--- config.mk ---
export PLATFORM = sky130hd
export DESIGN_NAME = urna_sessao_ctrl_flat
export DESIGN_NICKNAME = d
export VERILOG_FILES = /design/src/rtl/urna_pkg.sv /design/src/rtl/urna_sessao_ctrl_if.sv /design/src/rtl/urna_rr_arb.sv /design/src/rtl/urna_sessao_ctrl.sv /design/src/flat_wrapper.sv
export SDC_FILE = /design/constraint.sdc
export NUM_CORES = 1
export LEC_CHECK = 0
export CAP_MARGIN = 20
export CORE_ASPECT_RATIO = 1.25
export CORE_MARGIN = 2
export CORE_UTILIZATION = 49
export CTS_CLUSTER_SIZE = 25
export DETAILED_ROUTE_END_ITERATION = 6
export DONT_BUFFER_PORTS = 1
export PLACE_DENSITY = 0.64
export SYNTH_ARGS = -nofsm -noshare
export SYNTH_HDL_FRONTEND = slang
export SYNTH_SLANG_ARGS = --single-unit
--- constraint.sdc ---
create_clock -name clk -period 3.6 [get_ports clk]
set_input_delay 0.36 -clock clk [delete_from_list [all_inputs] [get_ports clk]]
set_output_delay 0.36 -clock clk [all_outputs]
set_load 0.1 [all_outputs]
--- src/rtl/urna_pkg.sv ---
// Shared types and constants for the voting-session controller.
package urna_pkg;

  typedef enum logic [2:0] {
    IDLE,
    CLEAR,
    OPEN,
    GRANT,
    COMMIT,
    RPT,
    CLOSED
  } state_t;

  localparam logic [1:0] COD_NULO = 2'd0;
  localparam logic [1:0] COD_C1   = 2'd1;
  localparam logic [1:0] COD_C2   = 2'd2;

  localparam logic [1:0] SEL_NULO = 2'd0;
  localparam logic [1:0] SEL_C1   = 2'd1;
  localparam logic [1:0] SEL_C2   = 2'd2;

  // Codes 0 and 3 both count as a null vote.
  function automatic logic [1:0] code_to_sel(input logic [1:0] code);
    case (code)
      COD_C1:  code_to_sel = SEL_C1;
      COD_C2:  code_to_sel = SEL_C2;
      default: code_to_sel = SEL_NULO;
    endcase
  endfunction

endpackage

--- src/rtl/urna_sessao_ctrl_if.sv ---
// Terminal, poll-worker and tally signals of the session controller.
interface urna_sessao_ctrl_if #(
  parameter int NUM_TERM = 4,
  parameter int CNT_W    = 8
);
  logic                  open_s;
  logic                  close_s;
  logic [NUM_TERM-1:0]   req;
  logic [2*NUM_TERM-1:0] vote_code;
  logic [NUM_TERM-1:0]   unlock;
  logic                  tally_ready;
  logic [NUM_TERM-1:0]   ack;
  logic [NUM_TERM-1:0]   locked;
  logic                  tally_clr;
  logic                  tally_inc;
  logic [1:0]            tally_sel;
  logic                  rpt_strobe;
  logic [1:0]            rpt_sel;
  logic                  session_open;
  logic [CNT_W-1:0]      votes_cast;

  modport slave (
    input  open_s, close_s, req, vote_code, unlock, tally_ready,
    output ack, locked, tally_clr, tally_inc, tally_sel,
           rpt_strobe, rpt_sel, session_open, votes_cast
  );

  modport master (
    output open_s, close_s, req, vote_code, unlock, tally_ready,
    input  ack, locked, tally_clr, tally_inc, tally_sel,
           rpt_strobe, rpt_sel, session_open, votes_cast
  );
endinterface

--- src/rtl/urna_rr_arb.sv ---
// Round-robin arbiter: first eligible terminal at or after the pointer wins.
module urna_rr_arb
  import urna_pkg::*;
#(
  parameter int N  = 4,
  parameter int IW = 2
) (
  input  logic [N-1:0]  elig_i,
  input  logic [IW-1:0] ptr_i,
  output logic [N-1:0]  gnt_o,
  output logic [IW-1:0] idx_o,
  output logic          any_o
);

  int unsigned   cand;
  logic [IW-1:0] cidx;

  always_comb begin
    gnt_o = '0;
    idx_o = '0;
    any_o = 1'b0;
    cand  = 0;
    cidx  = '0;
    for (int unsigned k = 0; k < N; k++) begin
      cand = (32'(ptr_i) + k) % N;
      cidx = IW'(cand);
      if (!any_o && elig_i[cidx]) begin
        any_o       = 1'b1;
        gnt_o[cidx] = 1'b1;
        idx_o       = cidx;
      end
    end
  end

endmodule

--- src/rtl/urna_sessao_ctrl.sv ---
// Session controller: opens/closes the poll, arbitrates terminal votes into
// the shared tally and sequences the C1/C2/null result readout.
module urna_sessao_ctrl
  import urna_pkg::*;
#(
  parameter int NUM_TERM = 4,
  parameter int CNT_W    = 8
) (
  input logic               clk,
  input logic               rst_n,
  urna_sessao_ctrl_if.slave bus
);

  localparam int IW = (NUM_TERM > 2) ? $clog2(NUM_TERM) : 1;
  localparam logic [IW-1:0] LAST_IDX = IW'(NUM_TERM - 1);

  state_t              state_q;
  logic [IW-1:0]       ptr_q, idx_q;
  logic [NUM_TERM-1:0] gnt_q, lock_q, lock_d, ack_vec, elig;
  logic [1:0]          code_q, rpt_cnt_q, tally_sel_q, rpt_sel_q;
  logic                pend_q, tally_clr_q, tally_inc_q, rpt_strobe_q, session_open_q;
  logic [CNT_W-1:0]    votes_q;

  logic [NUM_TERM-1:0] arb_gnt;
  logic [IW-1:0]       arb_idx;
  logic                arb_any;
  logic [1:0]          arb_code;
  logic                commit_fire;

  assign elig = bus.req & ~lock_q;

  urna_rr_arb #(.N(NUM_TERM), .IW(IW)) u_arb (
    .elig_i (elig),
    .ptr_i  (ptr_q),
    .gnt_o  (arb_gnt),
    .idx_o  (arb_idx),
    .any_o  (arb_any)
  );

  always_comb begin
    arb_code = COD_NULO;
    for (int unsigned i = 0; i < NUM_TERM; i++) begin
      if (arb_gnt[i]) arb_code = bus.vote_code[2*i +: 2];
    end
  end

  // Ack is combinational so it lands in the same cycle tally_ready is seen.
  assign commit_fire = (state_q == COMMIT) && bus.tally_ready;
  assign ack_vec     = commit_fire ? gnt_q : '0;

  // A fresh ack overrides a simultaneous unlock.
  always_comb begin
    lock_d = (lock_q & ~bus.unlock) | ack_vec;
    if (state_q == CLEAR) lock_d = '0;
  end

  always_ff @(posedge clk or negedge rst_n) begin
    if (!rst_n) begin
      state_q        <= IDLE;
      ptr_q          <= '0;
      idx_q          <= '0;
      gnt_q          <= '0;
      lock_q         <= '0;
      code_q         <= COD_NULO;
      rpt_cnt_q      <= '0;
      pend_q         <= 1'b0;
      tally_clr_q    <= 1'b0;
      tally_inc_q    <= 1'b0;
      tally_sel_q    <= SEL_NULO;
      rpt_strobe_q   <= 1'b0;
      rpt_sel_q      <= SEL_NULO;
      session_open_q <= 1'b0;
      votes_q        <= '0;
    end else begin
      lock_q      <= lock_d;
      tally_clr_q <= 1'b0;
      case (state_q)
        IDLE, CLOSED: begin
          if (bus.open_s) begin
            state_q     <= CLEAR;
            tally_clr_q <= 1'b1;
          end
        end
        CLEAR: begin
          votes_q        <= '0;
          pend_q         <= 1'b0;
          session_open_q <= 1'b1;
          state_q        <= OPEN;
        end
        OPEN: begin
          if (arb_any) begin
            idx_q   <= arb_idx;
            gnt_q   <= arb_gnt;
            code_q  <= arb_code;
            state_q <= GRANT;
          end else if (bus.close_s) begin
            session_open_q <= 1'b0;
            rpt_strobe_q   <= 1'b1;
            rpt_sel_q      <= SEL_C1;
            rpt_cnt_q      <= '0;
            state_q        <= RPT;
          end
        end
        GRANT: begin
          tally_sel_q <= code_to_sel(code_q);
          tally_inc_q <= 1'b1;
          state_q     <= COMMIT;
          if (bus.close_s) pend_q <= 1'b1;
        end
        COMMIT: begin
          if (bus.tally_ready) begin
            tally_inc_q <= 1'b0;
            if (votes_q != '1) votes_q <= votes_q + CNT_W'(1);
            ptr_q <= (idx_q == LAST_IDX) ? '0 : idx_q + IW'(1);
            if (pend_q || bus.close_s) begin
              pend_q         <= 1'b0;
              session_open_q <= 1'b0;
              rpt_strobe_q   <= 1'b1;
              rpt_sel_q      <= SEL_C1;
              rpt_cnt_q      <= '0;
              state_q        <= RPT;
            end else begin
              state_q <= OPEN;
            end
          end else if (bus.close_s) begin
            pend_q <= 1'b1;
          end
        end
        RPT: begin
          case (rpt_cnt_q)
            2'd0: begin
              rpt_sel_q <= SEL_C2;
              rpt_cnt_q <= 2'd1;
            end
            2'd1: begin
              rpt_sel_q <= SEL_NULO;
              rpt_cnt_q <= 2'd2;
            end
            default: begin
              rpt_strobe_q <= 1'b0;
              rpt_sel_q    <= SEL_NULO;
              rpt_cnt_q    <= '0;
              state_q      <= CLOSED;
            end
          endcase
        end
        default: state_q <= IDLE;
      endcase
    end
  end

  assign bus.ack          = ack_vec;
  assign bus.locked       = lock_q;
  assign bus.tally_clr    = tally_clr_q;
  assign bus.tally_inc    = tally_inc_q;
  assign bus.tally_sel    = tally_sel_q;
  assign bus.rpt_strobe   = rpt_strobe_q;
  assign bus.rpt_sel      = rpt_sel_q;
  assign bus.session_open = session_open_q;
  assign bus.votes_cast   = votes_q;

endmodule

--- src/flat_wrapper.sv ---
// flat-port wrapper written by rule: the top's interface ports become plain ports
module urna_sessao_ctrl_flat import urna_pkg::*;
#(
  parameter int NUM_TERM = 4,
  parameter int CNT_W    = 8
)
  (clk, rst_n, bus_open_s, bus_close_s, bus_req, bus_vote_code, bus_unlock, bus_tally_ready, bus_ack, bus_locked, bus_tally_clr, bus_tally_inc, bus_tally_sel, bus_rpt_strobe, bus_rpt_sel, bus_session_open, bus_votes_cast);
  urna_sessao_ctrl_if #(.NUM_TERM(NUM_TERM), .CNT_W(CNT_W)) bus_i ();
  input logic clk;
  input logic rst_n;
  input wire logic [$bits(bus_i.open_s)-1:0] bus_open_s;
  input wire logic [$bits(bus_i.close_s)-1:0] bus_close_s;
  input wire logic [$bits(bus_i.req)-1:0] bus_req;
  input wire logic [$bits(bus_i.vote_code)-1:0] bus_vote_code;
  input wire logic [$bits(bus_i.unlock)-1:0] bus_unlock;
  input wire logic [$bits(bus_i.tally_ready)-1:0] bus_tally_ready;
  output wire logic [$bits(bus_i.ack)-1:0] bus_ack;
  output wire logic [$bits(bus_i.locked)-1:0] bus_locked;
  output wire logic [$bits(bus_i.tally_clr)-1:0] bus_tally_clr;
  output wire logic [$bits(bus_i.tally_inc)-1:0] bus_tally_inc;
  output wire logic [$bits(bus_i.tally_sel)-1:0] bus_tally_sel;
  output wire logic [$bits(bus_i.rpt_strobe)-1:0] bus_rpt_strobe;
  output wire logic [$bits(bus_i.rpt_sel)-1:0] bus_rpt_sel;
  output wire logic [$bits(bus_i.session_open)-1:0] bus_session_open;
  output wire logic [$bits(bus_i.votes_cast)-1:0] bus_votes_cast;
  assign bus_i.open_s = bus_open_s;
  assign bus_i.close_s = bus_close_s;
  assign bus_i.req = bus_req;
  assign bus_i.vote_code = bus_vote_code;
  assign bus_i.unlock = bus_unlock;
  assign bus_i.tally_ready = bus_tally_ready;
  assign bus_ack = bus_i.ack;
  assign bus_locked = bus_i.locked;
  assign bus_tally_clr = bus_i.tally_clr;
  assign bus_tally_inc = bus_i.tally_inc;
  assign bus_tally_sel = bus_i.tally_sel;
  assign bus_rpt_strobe = bus_i.rpt_strobe;
  assign bus_rpt_sel = bus_i.rpt_sel;
  assign bus_session_open = bus_i.session_open;
  assign bus_votes_cast = bus_i.votes_cast;
  urna_sessao_ctrl #(.NUM_TERM(NUM_TERM), .CNT_W(CNT_W)) u_core (.clk(clk), .rst_n(rst_n), .bus(bus_i));
endmodule
==> qor.csv, run 1 <==
stage,metric,value,unit
synth,"EDFF count, synth",0,
setup_path,RR Startpoint,u_core.ptr_q[0],
clock_network,clock sink count,35,
synth,ranking of synthesized cells by area,"dfrtp_1 (38%), ha_1 (4.8%), nand2_1 (4.2%)",
setup_path,critical path launch point,u_core.ptr_q[0],
grt,global-route wire length before repair,9.20,mm
timing,RSZ-0062 raised after global routing,no,
clock_network,clk buf depth,2,
floorplan,I/O pin count,45,
pwr,sw frac,0.532,
synth,Syn Nets,290,
detailed_routing,total iterations of the first detailed-routing run,4,
synth,Post-Synth Simple-Gate Area,0.235,
floorplan,full die area,5310,µm²
grt,largest net degree at the start of global routing,36,
placed_design,IO Port Bufs,0,
synth,post-synthesis sequential area ratio,0.377,
setup_path,critical path peak fanout,11,
synth,Post-Synth XOR/XNOR Area,0.0151,
clock_network,postcts setup bufs,0,
timing,minimum clock period,2.83,ns
floorplan,row cnt,28,
detailed_routing,Post-Route WL,5.38,mm
clock_network,clock slew seen by the registers of the worst setup and hold paths,0.07,ns
synth,Mapped Area,2320,µm²
setup_path,"Arr. time, crit path",2.96,ns
timing,Slew HR,0.338,
synth,YS warnings,0,
timing,Worst Skew,0.00823,ns
detailed_routing,Detailed Route Iter0 Violations,110,
pwr,Seq pwr share,0.402,
setup_path,CP endpoint kind,register,
setup_path,reg-to-reg endpoint,u_core.code_q[1],
detailed_routing,Antenna Violating Nets Remaining,0,
synth,"Async S/R FF share, synth",1.00,
grt,vias in the first global route,2014,
timing,worst-margin pin slew,0.993,ns
synth,Syn Area/Cell,8.94,µm²
floorplan,Core ar.,4660,µm²
pwr,internal power,1.08,mW
worst_hold_path,HP Class,in2reg,
synth,Post-Synthesis Cells,260,
clock_network,CTS H-tree depth,2,
layout,Fill cells,439,
timing,Max Slew Vio Count,0,
setup_path,reg2reg path depth,8,
layout,"most common cell after layout, fill and taps aside",dfrtp_1,
grt,antenna violations before repair,0,
flow_run,number of max-cap violations,0,
timing,Hold Fails Final Rpt,0,
placed_design,post-detail-place hpwl,3.88,mm
clock_network,CTS tree,built,
status,status,"complete, no violations",
detailed_routing,# DRC,0,
timing,final setup TNS,0,ns
synth,Yosys top cell area share,0.377,
floorplan,Die Span Y,81.0,µm
clock_network,clock root cell,clkbuf_8,
synth,post-synthesis mux area share,0.0565,
pwr,Peak VDD IR,0.650,mV
layout,final layout net count,305,
layout,Antenna diodes,0,
timing,part of the cycle the worst path needs,0.785,
layout,share of cells above drive strength 1,0.156,
synth,synthesized flop and latch total,35,
setup_path,R2R Setup Slk,0.77,ns
clock_network,Clock Latency Late Sink,0.28,ns
pwr,Tot Pwr,2.32,mW
pwr,reported net switching power,1.23,mW
floorplan,Starting Density,0.499,
pwr,Clk pwr share,0.123,
synth,Synth Area in Compound Gates,0.216,
setup_path,startpoint types,register,
detailed_routing,vias per cell,6.01,
pwr,Leak Pwr,1.16,nW
synth,Synth area leader,dfrtp_1,
setup_path,worst setup path end,u_core.code_q[1],
placed_design,GPL Wtd Cong,0.891,
detailed_routing,via count of the routed design,2014,
grt,Tot GR Track Use,0.227,
layout,most frequent cells in the layout,"dfrtp_1 (35), nand2_1 (26), nor2_1 (22), o21ai_0 (18), buf_4 (18)",
setup_path,Crit Path Class,reg2reg,
timing,"Setup violations, final",0,
floorplan,die extent in x,65.6,µm
pwr,combinational share of power,0.474,
grt,GRT Residual Overflow,0,
synth,Synth Flop Type,dfrtp_1,
layout,Area Growth Syn to Fin,11.2,%
timing,Max Clk Rate,354,MHz
synth,adder-cell share of the synthesized area,0.0485,
detailed_routing,WL/cell,16.0,µm
pwr,Power Density,897,nW/µm²
synth,main combinational cell family by area after synthesis,simple AND/OR/NAND/NOR gates,
clock_network,Num CTS Buffers,5,
setup_path,Critical Path RT,3.73,ns
synth,Synth cell types,56,
==> worst min-delay path by stage <==
stage,from,end,slack [ns],cells past startpoint
detailed placement,rst_n,u_core.code_q[0],0.06,0
finish,bus_open_s,u_core.bus.tally_clr,0.26,1
global placement,rst_n,u_core.code_q[1],0.06,0
global route,bus_open_s,u_core.bus.tally_clr,0.27,1
floorplan,rst_n,u_core.bus.locked[0],0.06,0
CTS,bus_open_s,u_core.bus.tally_clr,0.26,1
==> routing by layer <==
metal / share of wire / wire length, µm / GRT usage
met3: 0.050 / 267 / 0.0512
met1: 0.42 / 2260 / 0.271
met2: 0.50 / 2680 / 0.389
met5: 0 / 0 / 0
met4: 0.030 / 162 / 0.104
==> registers in the layout, summed over array words and instances (netlist names) <==
name,count
u_core.bus.session_open,1
u_core.bus.votes_cast,8
u_core.bus.tally_sel,2
u_core.idx_q,2
u_core.bus.locked,4
u_core.ptr_q,2
u_core.bus.tally_inc,1
u_core.gnt_q,4
u_core.bus.rpt_strobe,1
u_core.state_q,3
u_core.rpt_cnt_q,2
u_core.pend_q,1
u_core.bus.tally_clr,1
u_core.bus.rpt_sel,1
u_core.code_q,2
==> cells by family after synthesis <==
logic type,count (synthesis)
xor+xnor,4
compound gates,74
buf+inv,26
mux,9
flops,35
simple gates,103
fa+ha+maj,9
==> through the flow <==
stage	setup WS [ns]	util	instances	area (µm²)	hold WS (ns)
floorplan	0.928	-	260	2320	0.0644
global placement	0.905	0.529	326	2470	0.0650
CTS	0.799	0.555	335	2580	0.261
finish	0.772	0.555	335	2580	0.263
global route	0.614	0.555	335	2580	0.273
detailed placement	0.802	0.529	326	2470	0.0650
==> power by group through the flow <==
stage / combinational, mW / sequential, mW / clock [mW]
6_report: 1.10 / 0.932 / 0.286
5_1_grt: 1.22 / 0.955 / 0.308
4_1_cts: 1.09 / 0.932 / 0.298
3_5_place_dp: 1.07 / 0.938 / 0
2_1_floorplan: 0.883 / 0.925 / 0
3_3_place_gp: 1.07 / 0.935 / 0
==> Yosys cell counts, types with 5 or more instances <==
| cell type | instances |
|---|---|
| inv_1 | 11 |
| clkbuf_1 | 6 |
| ha_1 | 9 |
| and2_1 | 5 |
| or3_1 | 5 |
| o22ai_1 | 5 |
| a21oi_1 | 17 |
| nand2b_1 | 5 |
| nand4_1 | 6 |
| nand3_1 | 12 |
| o21ai_0 | 18 |
| nand2_1 | 26 |
| dfrtp_1 | 35 |
| and3_1 | 6 |
| nor2_1 | 22 |
==> cell type report <==
type | instances | area, µm² | share of cell area
clock buffers | 6 | 82.6 | 0.0320
clock inverters | 1 | 5.00 | 0.00194
multi-input cells | 199 | 1330 | 0.514
well taps | 60 | 75.1 | 0.0291
repair buffers | 20 | 165 | 0.0639
flip-flops and latches | 35 | 876 | 0.339
inverters | 14 | 52.6 | 0.0203
==> critical path, cell delays in order (launching register included) <==
cell and delay (ns):
dfrtp_1 0.51, inv_2 0.18, ha_1 0.43, or3_4 0.43, a2111oi_4 0.42, o21ai_1 0.11, and3_1 0.24, mux2i_1 0.20
o221ai_1 0.14
==> timing repair <==
item,4_1_cts,5_1_grt
hold buffers,2,0
hold endpoints to repair,35,0
resized for setup,0,0
(Power assumes the default switching activity.)
==> run 2: changes to the inputs <==
Clock period 3.6 ns to 2.9 ns, I/O delays scaled along.
==> qor.csv, run 2 (synthesis results as in run 1) <==
stage,metric,value,unit
clock_network,clock root cell,clkbuf_8,
setup_path,critical path peak fanout,7,
grt,Tot GR Track Use,0.223,
clock_network,Num CTS Buffers,5,
pwr,Power Density,1110,nW/µm²
placed_design,GPL Wtd Cong,0.803,
timing,worst-margin pin slew,1.04,ns
floorplan,Core ar.,4660,µm²
clock_network,clock slew seen by the registers of the worst setup and hold paths,0.06,ns
pwr,Peak VDD IR,0.724,mV
placed_design,post-detail-place hpwl,3.96,mm
detailed_routing,total iterations of the first detailed-routing run,4,
timing,"Setup violations, final",0,
clock_network,clock sink count,35,
timing,post-route setup slack,0.304,ns
placed_design,IO Port Bufs,0,
detailed_routing,Antenna Violating Nets Remaining,0,
status,status,"complete, no violations",
grt,grt met3 use,0.0402,
pwr,Tot Pwr,2.89,mW
clock_network,Clock Latency Late Sink,0.28,ns
clock_network,clk buf depth,2,
pwr,Leak Pwr,1.17,nW
clock_network,CTS H-tree depth,2,
timing,final setup TNS,0,ns
layout,Fill cells,430,
setup_path,CP endpoint kind,register,
setup_path,Crit Path Class,reg2reg,
grt,met2 Use GR,0.395,
grt,largest net degree at the start of global routing,36,
floorplan,row cnt,28,
timing,Max Clk Rate,385,MHz
floorplan,I/O pin count,45,
detailed_routing,WL/cell,15.9,µm
layout,"most common cell after layout, fill and taps aside",dfrtp_1,
grt,busiest layer in global routing,met2,
layout,"non-filler cells, final",339,
setup_path,Critical Path RT,3.03,ns
grt,met1 Use GR,0.268,
grt,vias in the first global route,1950,
detailed_routing,via count of the routed design,1985,
timing,Worst Skew,0.00403,ns
detailed_routing,Post-Route WL,5.40,mm
layout,share of cells above drive strength 1,0.165,
floorplan,Die Span Y,81.0,µm
worst_hold_path,HP Class,in2reg,
layout,Antenna diodes,0,
detailed_routing,vias per cell,5.86,
timing,part of the cycle the worst path needs,0.895,
placed_design,Placed Instances,331,
placed_design,Place WS,0.346,ns
layout,final layout net count,310,
timing,minimum clock period,2.60,ns
floorplan,die extent in x,65.6,µm
timing,RSZ-0062 raised after global routing,no,
timing,Max Slew Vio Count,0,
flow_run,number of max-cap violations,0,
floorplan,Starting Density,0.499,
timing,Slew HR,0.304,
layout,Finished Core Util,0.559,
grt,GRT Residual Overflow,0,
timing,Hold Fails Final Rpt,0,
layout,most frequent cells in the layout,"dfrtp_1 (35), nand2_1 (26), buf_4 (23), nor2_1 (22), o21ai_0 (18)",
detailed_routing,# DRC,0,
detailed_routing,Detailed Route Iter0 Violations,176,
layout,max reg flops,8,
grt,global-route wire length before repair,9.12,mm
setup_path,startpoint types,register,
grt,antenna violations before repair,0,
setup_path,"Arr. time, crit path",2.73,ns
clock_network,CTS tree,built,
layout,Area Growth Syn to Fin,12.2,%
floorplan,full die area,5310,µm²
-- run 2: cell types whose count changed in the layout (fill, tap and decap cells not counted), sizes merged --
cell,delta
buf,+5
clkinv,-1
-- run 2: path summary, 6_finish.rpt --
kind,start,end,slack [ns],depth (start not counted)
max,u_core.ptr_q[1],u_core.code_q[0],0.30,8
min,bus_open_s,u_core.bus.tally_clr,0.20,1
max reg2reg,u_core.ptr_q[1],u_core.code_q[0],0.30,8
min reg2reg,u_core.gnt_q[2],u_core.gnt_q[2],0.49,1
max in group asynchronous,rst_n,u_core.bus.rpt_strobe,2.23,2
min in group asynchronous,rst_n,u_core.state_q[0],0.49,2
-- run 2: where the power goes --
| group | switching, mW | total (mW) | internal (mW) |
|---|---|---|---|
| Sequential | 0.434 | 1.07 | 0.634 |
| Clock | 0.151 | 0.311 | 0.160 |
| Combinational | 0.929 | 1.51 | 0.577 |
-- run 2: layout make-up --
| cell class | instances | area (µm²) | area share |
|---|---|---|---|
| Timing Repair Buffer | 25 | 203 | 0.0778 |
| Multi-Input combinational cell | 199 | 1330 | 0.509 |
| Inverter | 14 | 52.6 | 0.0202 |
| Sequential cell | 35 | 876 | 0.336 |
| Tap cell | 60 | 75.1 | 0.0288 |
| Clock buffer | 6 | 72.6 | 0.0278 |
-- run 2: repair_timing --
| item | CTS | global route |
|---|---|---|
| hold buffers | 2 | 0 |
| hold endpoints to repair | 35 | 0 |
| buffers inserted | 0 | 0 |
| resized for setup | 0 | 0 |
-- run 2: critical path, stage by stage (launching register included) --
cell and delay (ns):
dfrtp_1 0.42, inv_1 0.24, ha_1 0.30, or3_4 0.40, a2111oi_4 0.44, o21ai_1 0.12, and3_1 0.24, mux2i_1 0.17
o221ai_1 0.12
-- run 2: metrics by stage --
step / hold slack (ns) / area (µm²)
3_5_place_dp: -0.00499 / 2500
6_report: 0.197 / 2610
5_1_grt: 0.191 / 2610
2_1_floorplan: -0.00559 / 2320
3_3_place_gp: -0.00503 / 2500
4_1_cts: 0.193 / 2610
-- run 2: metal layers --
layer	share of wire	vias up
li1	-	979
met1	0.40	943
met2	0.54	55
met3	0.044	8
met4	0.017	0
met5	0	-
